[src/rtl/booth_control.sv]
// Purpose: sequencer for the N-bit Booth multiplier datapath (load, N x evaluate/shift, done).
// Latency: go sampled at edge k -> done pulse in cycle k+2N+2; busy for 2N+1 cycles.
// Backpressure: none; go is sampled only in IDLE, never queued, and ignored while busy.
module booth_control #(
    parameter int N = 3
) (
    input  logic       clk,
    input  logic       reset,
    input  logic       go,
    input  logic [1:0] q,
    output logic       start,
    output logic       fin,
    output logic       resta,
    output logic       desp,
    output logic       busy,
    output logic       done
);

    localparam int CW = $clog2(N + 1);

    typedef enum logic [2:0] {
        IDLE  = 3'd0,
        LOAD  = 3'd1,
        EVAL  = 3'd2,
        SHIFT = 3'd3,
        DONE  = 3'd4
    } state_t;

    state_t          state;
    state_t          state_nxt;
    logic [CW-1:0]   count;
    logic [CW-1:0]   count_nxt;

    // State and iteration counter; reset wins over everything, even mid-operation.
    always_ff @(posedge clk) begin
        if (reset) begin
            state <= IDLE;
            count <= '0;
        end else begin
            state <= state_nxt;
            count <= count_nxt;
        end
    end

    // Next state and control strobes; only EVAL looks at q, everything else is Moore.
    always_comb begin
        state_nxt = state;
        count_nxt = count;
        start     = 1'b0;
        fin       = 1'b1;
        resta     = 1'b0;
        desp      = 1'b0;
        busy      = 1'b0;
        done      = 1'b0;
        case (state)
            IDLE: begin
                if (go) begin
                    state_nxt = LOAD;
                end
            end
            LOAD: begin
                start     = 1'b1;
                busy      = 1'b1;
                count_nxt = CW'(N);
                state_nxt = EVAL;
            end
            EVAL: begin
                busy = 1'b1;
                // 01 -> add M, 10 -> subtract M, 00/11 -> leave A alone
                case (q)
                    2'b01: begin
                        fin   = 1'b0;
                        resta = 1'b0;
                    end
                    2'b10: begin
                        fin   = 1'b0;
                        resta = 1'b1;
                    end
                    default: begin
                        fin   = 1'b1;
                        resta = 1'b0;
                    end
                endcase
                state_nxt = SHIFT;
            end
            SHIFT: begin
                desp      = 1'b1;
                busy      = 1'b1;
                count_nxt = count - CW'(1);
                // the last iteration is the one that sees count==1 here
                if (count == CW'(1)) begin
                    state_nxt = DONE;
                end else begin
                    state_nxt = EVAL;
                end
            end
            DONE: begin
                done      = 1'b1;
                state_nxt = IDLE;
            end
            default: begin
                state_nxt = IDLE;
            end
        endcase
    end

endmodule

[config.mk]
export PLATFORM = sky130hd
export DESIGN_NAME = booth_control
export DESIGN_NICKNAME = d
export VERILOG_FILES = /design/src/rtl/booth_control.sv
export SDC_FILE = /design/constraint.sdc
export NUM_CORES = 1
export LEC_CHECK = 0
export CAP_MARGIN = 20
export CELL_PAD_IN_SITES_DETAIL_PLACEMENT = 0
export CELL_PAD_IN_SITES_GLOBAL_PLACEMENT = 1
export CORE_AREA = 2 2 39 41
export CTS_BUF_LIST = sky130_fd_sc_hd__clkbuf_4
export CTS_CLUSTER_SIZE = 8
export DETAILED_ROUTE_END_ITERATION = 6
export DIE_AREA = 0 0 41 43
export HOLD_SLACK_MARGIN = 0.12
export PLACE_DENSITY_LB_ADDON = 0.15
export REMOVE_ABC_BUFFERS = 1
export SYNTH_ARGS = -nofsm -noshare
export SYNTH_HDL_FRONTEND = slang
export SYNTH_SLANG_ARGS = --single-unit
[constraint.sdc]
create_clock -name clk -period 3.2 [get_ports clk]
set_clock_uncertainty 0.1 [all_clocks]
set_input_delay 0.64 -clock clk [delete_from_list [all_inputs] [get_ports clk]]
set_output_delay 0.64 -clock clk [all_outputs]
set_load 0.01 [all_outputs]
Yosys cells after proc, flatten, opt, wreduce, memory -nomap -nowiden
Cells that the tools add are included.
Word-level totals
  bits in registers: 5
  input port bits: 5
  output and inout bits: 6
  logic and storage cells: 27
Operators by class
  add/subtract/negate cells: 1
  equal/unequal tests: 8
  multiplexer cells: 12
  reductions and logical operators: 4
Operators by type and width (count)
  one-hot mux 3 bit (4 select lines): 1
  two-way mux 1 bit: 8
  == test 3 x 2 -> 1 bit, second input constant: 2
  two-way mux 3 bit: 2
  == test 2 x 1 -> 1 bit, second input constant: 2
  one-hot mux 2 bit (2 select lines): 1
  == test 3 x 1 -> 1 bit, second input constant: 1
  == test 3 bit, second input constant: 1
  zero test 3 bit: 1
  OR reduction 3 bit: 1
  == test 2 bit, second input constant: 1
  != test 2 bit, second input constant: 1
  nonzero test 2 bit: 1
  OR reduction 2 bit: 1
  subtractor 2 x 1 -> 2 bit, second input constant: 1

Depth between registers and ports, before layout
Gate-level depths: netlist (run 1).
  depth in word-level cells: 4
  mapped depth: 4
  depth with buffers taken out: 4

Worst setup path after synthesis (run 1)
OpenSTA, ideal clock, no wires.
  kind: input -> output
  start point: in q[0]
  end point: out fin
  arrival time: 1314 ps
  required time: 2460 ps
  path slack: 1146 ps
  stages: 3
  buffers on the path: 0
  cell sequence: inv_1 -> ha_1 -> or3_1
Between the ends
  longest elaborated chain between the ends: 4
RTL lines
  start: declaration: line 10  | input logic [1:0] q,
  == test 2 bit or == test 2 x 1 -> 1 bit (tied branches): line 70  | case (q)
  OR reduction 2 bit (no source line) (*)
  two-way mux 1 bit (*): line 70
  two-way mux 1 bit (*): line 55  | case (state)
  end: declaration: line 12  | output logic fin,
Mark *: on every way between the ends. The rest lies on a longest branch, timed or not.

Worst setup path in the final report (run 1)
Same ends and word-level chain as after synthesis.

==> impl_metrics.json, run 1 <==
{
  "synth_seq_cells": 5,
  "max_freq_mhz": 338,
  "grt.overflow.total": 0,
  "arrival_ps": 2210,
  "avgSynthCellArea_um2": 9.04,
  "setup_viol": 0,
  "syn2layout_area_growth_pct": 51.8,
  "final_common_cell": "clkdlybuf4s50_1",
  "first_global_vias": 243,
  "antenna_found_initial": 0,
  "io_pins": 11,
  "die_x_um": 41,
  "cts_num_sinks": 5,
  "regToRegSetupSlack_ps": 2010,
  "critPathMaxStageDelay_ps": 480,
  "start_util_pct": 20.3,
  "routed_via_density": 4.28,
  "tightest_slew_ps": 292,
  "gp_congestion": 0.673,
  "finalNonFillerCells": 60,
  "grt_usage_pct": 8.54,
  "worstHoldStart": "count[1]",
  "synth_cell_types": 17,
  "period_share_pct": 92.3,
  "drv_slew": 0,
  "synthCells": 31,
  "cts_tree": "done",
  "power_uw": 186,
  "total_leakage_power_uw": 0.000171,
  "die-area_um2": 1760,
  "layout-drive-gt1-share_pct": 18.2,
  "h-tree-depth": 1,
  "n_fill_cell": 153,
  "crit_path_start_kind": "primary input",
  "cts_buffer_depth": 2,
  "route.detailed.drc": 0,
  "fp.dieH_um": 43,
  "grt_max_degree": 11,
  "core_area_um2": 1380,
  "grt_setup_unrepaired": "false",
  "dr.pass1.iters": 2,
  "fin_nets": 52,
  "ys_seq_area_share_pct": 35.7,
  "cts.repair.resized": 0,
  "crit_start": "q[0]",
  "cts-root-buf": "clkbuf_4",
  "cap_violations": 0,
  "crit_chain": "clkdlybuf4s50_1 > inv_1 > ha_1 > or3_1 > clkdlybuf4s50_1",
  "endpoint_kind": "output port",
  "worstPathMaxFanout": 1,
  "worstSkewPairLatency_ps": 240,
  "r2r-start": "count[1]",
  "tns_ps": 0,
  "hold_class": "reg2reg",
  "ys_warn_count": 0,
  "p_per_area_nw_per_um2": 438,
  "path_delay_family": "buffers and inverters",
  "final-hold-violation-count": 0,
  "final_antenna_net_count": 0,
  "vias": 257,
  "cts_setup_buffers": 0,
  "status": "completed",
  "cpMostUsedCell": "clkdlybuf4s50_1",
  "drt-total-wl_um": 598,
  "n_antenna_cell": 0,
  "cts_buffers": 3,
  "syn_area_um2": 280,
  "vdd_drop_max_uv": 196,
  "grt_pass1_wl_um": 993,
  "avgRoutedWirePerCell_um": 9.97,
  "min_period_ps": 2950,
  "critPathRequiredTime_ps": 2460,
  "place_hpwl_um": 467,
  "slew_headroom_pct": 80.5,
  "slowest_stage": "clkdlybuf4s50_1",
  "cp.buffers_inverters": 3,
  "final_cell_mix": "clkdlybuf4s50_1 (10), nor2_1 (5), dfxtp_1 (5), inv_1 (4), clkbuf_4 (4)",
  "dp_cells": 56,
  "io_buffers": 10,
  "worstSetupPathType": "in2out",
  "fp-row-count": 14,
  "drt-initial-drc-count": 1,
  "cts_hold_buffers": 0,
  "clk_pin_slew_worst_paths_ps": 40
}
## report_power, final
group	switching, µW	internal [µW]
registers	6.23	67.1
clock network	24.2	55.5
logic	13.8	19.4
total	44.3	142
## kinds of logic after synthesis
| group | synth area share, % |
|---|---|
| and+or+nand+nor | 39.3 |
| buffers and inverters | 7.14 |
| DFF | 35.7 |
| AOI/OAI and AO/OA | 8.93 |
| adders and majority gates | 8.93 |
## sequential cells by signal, indices dropped and copies added (netlist names)
signal  flops
count       2
state       3
## worst register-to-register path, stage by stage (launching register included)
cell	delay (ps)
dfxtp_1	300
inv_1	60
ha_1	260
and4bb_1	210
a211oi_2	190
## cell type report
cell class                 count  area (µm²)  area share, %
sequential                     5         100           23.5
inverter                       4        15.0           3.53
multi-input combinational     21         160           37.6
tap                           16        20.0           4.71
clock buffer                   4        30.0           7.06
timing repair buffer          10         100           23.5
## per-layer routing
metal	wire (µm)	part of all wire, %	track usage, %
met1	263	44	9.68
met2	298	50	11.9
met3	36	6.0	2.62
met4	0	0	8.00
met5	0	0	0
## worst paths after layout
kind	to	cells after the start
worst max-delay path	fin	5
worst min-delay path	count[1]	2
worst max register to register	count[1]	4
worst min register to register	count[1]	2
## cell usage after synthesis
| master | count | share of area, % |
|---|---|---|
| a211oi_2 | 2 | 8.9 |
| and2_1 | 1 | 2.2 |
| and3_2 | 1 | 2.7 |
| and4b_1 | 1 | 3.6 |
| and4bb_1 | 1 | 4.5 |
| buf_2 | 1 | 1.8 |
| dfxtp_1 | 5 | 36 |
| ha_1 | 2 | 8.9 |
| inv_1 | 4 | 5.4 |
| nand2_1 | 1 | 1.3 |
| nand2b_1 | 1 | 2.2 |
| nand2b_4 | 1 | 4.9 |
| nor2_1 | 5 | 6.7 |
| nor3_1 | 1 | 1.8 |
| nor3b_1 | 1 | 2.7 |
| nor4_1 | 2 | 4.5 |
| or3_1 | 1 | 2.2 |
## stage by stage
| step | instance area, µm² | hold slack [ps] | setup WS (ps) | utilization (%) |
|---|---|---|---|---|
| 2_1_floorplan | 275 | 344 | 1150 | - |
| 4_1_cts | 425 | 386 | 237 | 30.7 |
| 6_report | 425 | 389 | 246 | 30.7 |
| 3_5_place_dp | 395 | 380 | 232 | 28.6 |
| 5_1_grt | 425 | 403 | 201 | 30.7 |
| 3_3_place_gp | 395 | 362 | 240 | 28.6 |
Note: power is estimated with default switching activity, not from simulation.
==> run 2: changes to the inputs <==
- GPL_ROUTABILITY_DRIVEN: default -> 0
==> results of run 2 <==
Final layout, timing and power as in run 1 (identical DEF).
==> run 3: changes to the inputs <==
- SLEW_MARGIN: default -> 20
==> results of run 3 <==
Final layout, timing and power as in run 1 (identical DEF).
